## config.mk

```make
export PLATFORM = sky130hd
export DESIGN_NAME = fnd_display_arbiter
export DESIGN_NICKNAME = d
export VERILOG_FILES = /design/src/rtl/fnd_pkg.sv /design/src/rtl/fnd_hold_timer.sv /design/src/rtl/fnd_display_arbiter.sv
export SDC_FILE = /design/constraint.sdc
export NUM_CORES = 1
export LEC_CHECK = 0
export ABC_AREA = 1
export ABC_CLOCK_PERIOD_IN_PS = 3500
export BUFFER_PORTS_ARGS = -buffer_cell sky130_fd_sc_hd__buf_2
export CORE_MARGIN = 3
export CORE_UTILIZATION = 53
export DETAILED_ROUTE_END_ITERATION = 10
export HOLD_SLACK_MARGIN = 0.08
export PLACE_DENSITY = 0.83
export SYNTH_ARGS = -nofsm -noshare
export SYNTH_HDL_FRONTEND = slang
export SYNTH_HIERARCHICAL = 1
export SYNTH_SLANG_ARGS = --single-unit
```

## constraint.sdc

```tcl
create_clock -name fnd_clk -period 3.5 [get_ports fnd_clk]
set_input_delay 0.35 -clock fnd_clk [delete_from_list [all_inputs] [get_ports fnd_clk]]
set_output_delay 0.35 -clock fnd_clk [all_outputs]
set_load 0.02 [all_outputs]
```

## src/rtl/fnd_pkg.sv

```systemverilog
// rtl/fnd_pkg.sv - shared code words, state and source encodings for the FND display arbiter
package fnd_pkg;

  // Code words understood by the segment driver
  localparam logic [31:0] FND_NULL     = 32'h00CC_0000;
  localparam logic [31:0] FND_ERROR    = 32'h00EE_0000;
  localparam logic [31:0] FND_PLUS     = 32'h0010_0000;
  localparam logic [31:0] FND_MINUS    = 32'h0020_0000;
  localparam logic [31:0] FND_MULTIPLE = 32'h0030_0000;
  localparam logic [31:0] FND_DIVID    = 32'h0040_0000;
  localparam logic [31:0] FND_MODULO   = 32'h0050_0000;
  localparam logic [31:0] FND_HAPPY    = 32'h00A0_0000;

  typedef enum logic [1:0] {
    ST_IDLE     = 2'd0,
    ST_SHOW_MSG = 2'd1,
    ST_SHOW_ERR = 2'd2
  } state_e;

  typedef enum logic [1:0] {
    SRC_BG  = 2'd0,
    SRC_MSG = 2'd1,
    SRC_ERR = 2'd3
  } src_e;

  // True when both tick counts are representable in a w-bit counter
  function automatic bit cnt_fits(input int unsigned w, input int unsigned hold,
                                  input int unsigned blink);
    longint unsigned lim;
    lim = 64'd1 << w;
    return (longint'(hold) < lim) && (longint'(blink) < lim);
  endfunction

endpackage

```

## src/rtl/fnd_hold_timer.sv

```systemverilog
// rtl/fnd_hold_timer.sv - loadable tick down-counter with expiry strobe
module fnd_hold_timer #(
  parameter int CNT_W = 16
) (
  input  logic             clk_i,
  input  logic             rst_i,
  input  logic             load_i,
  input  logic [CNT_W-1:0] load_val_i,
  input  logic             tick_i,
  output logic             expire_o
);

  logic [CNT_W-1:0] cnt_q;

  // Expiry does not look at load_i, so the owner may reload on expiry without a loop
  assign expire_o = tick_i && (cnt_q == CNT_W'(1));

  // Load wins over a coincident tick; the count parks at zero
  always_ff @(posedge clk_i) begin
    if (rst_i) begin
      cnt_q <= '0;
    end else if (load_i) begin
      cnt_q <= load_val_i;
    end else if (tick_i && (cnt_q != '0)) begin
      cnt_q <= cnt_q - CNT_W'(1);
    end
  end

endmodule

```

## src/rtl/fnd_display_arbiter.sv

```systemverilog
// rtl/fnd_display_arbiter.sv - shares the 6-digit FND between result, message and error (optional FND_ERR_BLINK_EN)
module fnd_display_arbiter
  import fnd_pkg::*;
#(
  parameter int HOLD_TICKS  = 1000,
  parameter int CNT_W       = 16,
  parameter int BLINK_TICKS = 250
) (
  input  logic        fnd_clk,
  input  logic        rst,
  input  logic        tick,
  input  logic        res_valid,
  input  logic [31:0] res_data,
  input  logic        msg_valid,
  input  logic [31:0] msg_code,
  input  logic        err_valid,
  input  logic        clr,
  output logic [31:0] fnd_serial,
  output logic [1:0]  src,
  output logic        busy,
  output logic        msg_drop
);

  // An out-of-range configuration saturates the counters instead of wrapping
  localparam bit PARAMS_OK = (HOLD_TICKS >= 1) && (BLINK_TICKS >= 1) &&
                             cnt_fits(CNT_W, HOLD_TICKS, BLINK_TICKS);
  localparam logic [CNT_W-1:0] HOLD_LOAD  = PARAMS_OK ? CNT_W'(HOLD_TICKS)  : {CNT_W{1'b1}};
  localparam logic [CNT_W-1:0] BLINK_LOAD = PARAMS_OK ? CNT_W'(BLINK_TICKS) : {CNT_W{1'b1}};

  state_e      state_q, state_d;
  logic [31:0] bg_q, bg_d;
  logic [31:0] cur_q, cur_d;
  logic [31:0] pend_q, pend_d;
  logic        pend_vld_q, pend_vld_d;
  logic        drop_d;
  logic        hold_load, hold_tick, hold_expire;
  logic        err_entry;
  logic [31:0] err_word;
  logic [31:0] fnd_serial_q, fnd_serial_d;
  src_e        src_q, src_d;
  logic        busy_q, msg_drop_q;

  assign hold_tick = tick && (state_q == ST_SHOW_MSG);

  fnd_hold_timer #(.CNT_W(CNT_W)) u_hold (
    .clk_i      (fnd_clk),
    .rst_i      (rst),
    .load_i     (hold_load),
    .load_val_i (HOLD_LOAD),
    .tick_i     (hold_tick),
    .expire_o   (hold_expire)
  );

  // Apply this cycle's events in priority order: clr, err, hold expiry, msg, res
  always_comb begin
    state_d    = state_q;
    bg_d       = bg_q;
    cur_d      = cur_q;
    pend_d     = pend_q;
    pend_vld_d = pend_vld_q;
    drop_d     = 1'b0;
    hold_load  = 1'b0;
    err_entry  = 1'b0;

    if (clr) begin
      bg_d       = FND_NULL;
      pend_vld_d = 1'b0;
      state_d    = ST_IDLE;
    end

    if (err_valid && (state_d != ST_SHOW_ERR)) begin
      state_d   = ST_SHOW_ERR;
      err_entry = 1'b1;
    end

    // Still in SHOW_MSG here means neither clr nor err interrupted the message
    if ((state_d == ST_SHOW_MSG) && hold_expire) begin
      if (pend_vld_d) begin
        cur_d      = pend_d;
        pend_vld_d = 1'b0;
        hold_load  = 1'b1;
      end else begin
        state_d = ST_IDLE;
      end
    end

    if (msg_valid) begin
      if (state_d == ST_IDLE) begin
        state_d   = ST_SHOW_MSG;
        cur_d     = msg_code;
        hold_load = 1'b1;
      end else begin
        drop_d     = pend_vld_d;
        pend_d     = msg_code;
        pend_vld_d = 1'b1;
      end
    end

    if (res_valid) begin
      bg_d = res_data;
    end
  end

`ifdef FND_ERR_BLINK_EN
  logic blink_q, blink_d, blink_load, blink_tick, blink_expire;

  assign blink_tick = tick && (state_q == ST_SHOW_ERR);

  fnd_hold_timer #(.CNT_W(CNT_W)) u_blink (
    .clk_i      (fnd_clk),
    .rst_i      (rst),
    .load_i     (blink_load),
    .load_val_i (BLINK_LOAD),
    .tick_i     (blink_tick),
    .expire_o   (blink_expire)
  );

  // Blink phase restarts on ERROR at every entry and flips each half-period
  always_comb begin
    blink_d    = blink_q;
    blink_load = 1'b0;
    if (err_entry) begin
      blink_d    = 1'b0;
      blink_load = 1'b1;
    end else if ((state_d == ST_SHOW_ERR) && blink_expire) begin
      blink_d    = ~blink_q;
      blink_load = 1'b1;
    end
  end

  // Blink phase register
  always_ff @(posedge fnd_clk) begin
    if (rst) begin
      blink_q <= 1'b0;
    end else begin
      blink_q <= blink_d;
    end
  end

  assign err_word = blink_d ? FND_NULL : FND_ERROR;
`else
  assign err_word = FND_ERROR;
`endif

  // Output word and source follow the next state so strobes show one cycle later
  always_comb begin
    fnd_serial_d = bg_d;
    src_d        = SRC_BG;
    case (state_d)
      ST_SHOW_MSG: begin
        fnd_serial_d = cur_d;
        src_d        = SRC_MSG;
      end
      ST_SHOW_ERR: begin
        fnd_serial_d = err_word;
        src_d        = SRC_ERR;
      end
      default: ;
    endcase
  end

  // FSM state, held data and registered outputs
  always_ff @(posedge fnd_clk) begin
    if (rst) begin
      state_q      <= ST_IDLE;
      bg_q         <= FND_NULL;
      cur_q        <= FND_NULL;
      pend_q       <= FND_NULL;
      pend_vld_q   <= 1'b0;
      fnd_serial_q <= FND_NULL;
      src_q        <= SRC_BG;
      busy_q       <= 1'b0;
      msg_drop_q   <= 1'b0;
    end else begin
      state_q      <= state_d;
      bg_q         <= bg_d;
      cur_q        <= cur_d;
      pend_q       <= pend_d;
      pend_vld_q   <= pend_vld_d;
      fnd_serial_q <= fnd_serial_d;
      src_q        <= src_d;
      busy_q       <= (state_d != ST_IDLE);
      msg_drop_q   <= drop_d;
    end
  end

  assign fnd_serial = fnd_serial_q;
  assign src        = src_q;
  assign busy       = busy_q;
  assign msg_drop   = msg_drop_q;

endmodule

```

==> summary.txt <==
Finish
  • N_diodes: 0
  • Nets@finish: 1156
  • Most frequent cells in the layout: nand2_1, dfxtp_1, nor2_1
  • Commonest non-fill, non-tap cell in the layout: nand2_1
  • Layout cell share with drive strength beyond 1: 0.165
  • Non-filler instance count after layout: 1265
  • Syn-to-layout area delta: 18.1%
  • Fin util: 0.644

Route
  • Routed vias/inst: 5.38
  • TritonRoute pass-1 iters: 6
  • Via Count: 6812
  • Total wire length: 19100 microns
  • Final antenna-violating net count: 0
  • DRT iter0 DRCs: 759
  • Drt wl/cell: 15.1 microns
  • Remaining DRCs: 0

STA
  • Total Neg Setup Slack: 0 ns
  • RSZ-0062 raised after global routing: false
  • Final hold vios: 0
  • Setup violators final: 0
  • Worst Skew: 0.00848 ns
  • Pins over their slew limit: 0
  • FMAX: 314 MHz
  • Max transition margin: 0.368
  • Fin crit period: 3.18 ns
  • Fin Hold WS: 0.166 ns
  • Worst-Margin Slew: 0.947 ns
  • Tcrit/Tclk final: 0.909

Yosys
  • Synth top area share: 0.438
  • Yosys warnings: 6
  • Asr flop ratio synth: 0
  • Top_reg_cell synth: dfxtp_1
  • Sequential fraction of the synthesis area: 0.438
  • Post-synthesis cell count: 984
  • Post-Syn Area per Cell: 7.02 sq um
  • Unique masters post-synth: 36
  • Yosys reg bits: 151
  • Yosys top cell by area: dfxtp_1
  • Synthesized area: 6910 sq um
  • Post-synth EDFFs: 0
  • Largest cells by area after synthesis: dfxtp_1, nand2_1, nor2_1

Floorplanning
  • DIE AREA: 14400 sq um
  • Rows: 41
  • Num ports: 107
  • Core ar.: 12700 sq um
  • Effective utilization at floorplan: 0.545
  • Die Y: 120 microns
  • Die width: 120 microns

GRT
  • Overflow after GRT: 0
  • Global-route wire length before repair: 30400 microns
  • Largest net degree at the start of global routing: 63
  • Total track usage: 0.265
  • Vias in the first global route: 6274
  • Number of antenna violations at the first check in global routing: 2

Clock network
  • Clock slew at reported path FFs: 0.07 ns
  • Setup repair bufs after CTS: 0
  • Clk sinks: 151
  • CTS buffer count: 17
  • CTS tree: done
  • Clock root buffer: clkbuf_16
  • Longest Clk Path Bufs: 2
  • Worst skew pair latency: 0.42 ns
  • CTS Hold Buffers Added: 0
  • Post-CTS sizing: 0
  • H-tree Lvls: 4

Power and ir drop
  • Worst vdd ir: 0.355 mV
  • LEAKAGE: 4.00 nW
  • Pwr per Cell Area: 563 nW/um^2
  • Post-layout power: 4.59 mW

Min path
  • Hold WC Path Type: input port to register
  • Hold_sp: msg_code[23]
  • Hold EP: pend_q[23]
  • Worst Hold Path Cells: 3

Placement
  • Routability cong.: 0.872
  • Final HPWL DP: 11900 microns
  • Dpl cells: 1233
  • Port bufs: 106

Setup path
  • R2R Setup Slk: 0.32 ns
  • Worst r2r path cells: 15
  • Reg2reg end: u_hold/cnt_q[7]
  • Arr. time, crit path: 3.45 ns
  • Crit Path Category: register to register
  • Max FO, Critical Path: 30
  • R2R Path Start: u_hold/cnt_q[8]
  • Worst Setup SP: u_hold/cnt_q[8]
  • Kind of start point of the critical path: register
  • Worst setup EP type: register
  • Critical path required time: 3.77 ns

Outcome
  • Status: complete, no violations

Job
  • Number of max-cap violations: 0
[layer usage]
| metal | up-vias | GRT usage | wire length, microns |
|---|---|---|---|
| met5 | - | 0 | 21 |
| li1 | 3347 | - | - |
| met1 | 3092 | 0.332 | 7780 |
| met2 | 314 | 0.433 | 9080 |
| met3 | 55 | 0.0655 | 1630 |
| met4 | 4 | 0.120 | 586 |
[power by group]
group          leakage, nW  switching [mW]  internal, mW  total (mW)
combinational         2.44           0.433         0.235       0.668
sequential            1.24          0.0585          1.83        1.89
clock                0.317           0.742          1.29        2.03
[critical path: stages (launching register included)]
cell      delay, ns
dfxtp_1        0.34
nor2_1         0.17
nand2_1        0.13
nor2_4         0.11
inv_1          0.07
nor3_1         0.29
nand4_1        0.16
nand2_2        0.09
buf_4          0.38
nand2_2        0.09
nand2_1        0.10
clkinv_1       0.44
nand2_4        0.36
clkinv_2       0.14
nand2_1        0.09
a21oi_1        0.06
[cells in the mapped netlist (all sizes together), types with 2 or more instances]
cell type  number
clkinv          4
inv            40
nand2         345
and3           11
nor2          154
nand3b         31
clkbuf         26
a21oi          16
dfxtp         151
conb            2
o21ai          43
nand3          54
ha              5
o211ai          2
nand4          31
a22oi          27
xnor2           4
buf            32
[stage by stage]
step	setup slack, ns	instance area, sq um
final	0.318	8160
after global routing	0.0161	8160
after CTS	0.355	8160
after detailed placement	0.300	7500
after global placement	0.369	7500
after floorplan	0.716	6960
[sequential cells by signal (all words and copies together), names as in the netlist]
name          flops
fnd_serial       32
pend_q           32
pend_vld_q        1
busy              1
state_q           2
cur_q            32
src               2
msg_drop          1
bg_q             32
u_hold/cnt_q     16
[layout make-up]
class / instances / area (sq um)
fill: 1109 / 4510
multi-input combinational: 745 / 3450
sequential: 151 / 3020
timing repair buffer: 121 / 643
clock buffer: 18 / 439
clock inverter: 14 / 223
tap: 172 / 215
inverter: 44 / 166
[how the worst max path moves through the flow]
stage                       to  slack [ns]  depth (start not counted)
6_report       u_hold/cnt_q[7]        0.32                         15
5_1_grt        u_hold/cnt_q[7]        0.02                         15
4_1_cts        u_hold/cnt_q[7]        0.35                         15
3_5_place_dp   u_hold/cnt_q[7]        0.30                         15
3_3_place_gp   u_hold/cnt_q[5]        0.37                         15
2_1_floorplan   fnd_serial[15]        0.72                         15
[logic make-up after synthesis]
group | share of synthesized area
adder cells (fa/ha/maj) | 0.00906
other | 0.00109
flip-flops | 0.438
AO/OA/AOI/OAI | 0.0793
buffers and inverters | 0.0714
XOR/XNOR | 0.00634
AND/OR/NAND/NOR | 0.395
Power figures use the tool's default switching activity.
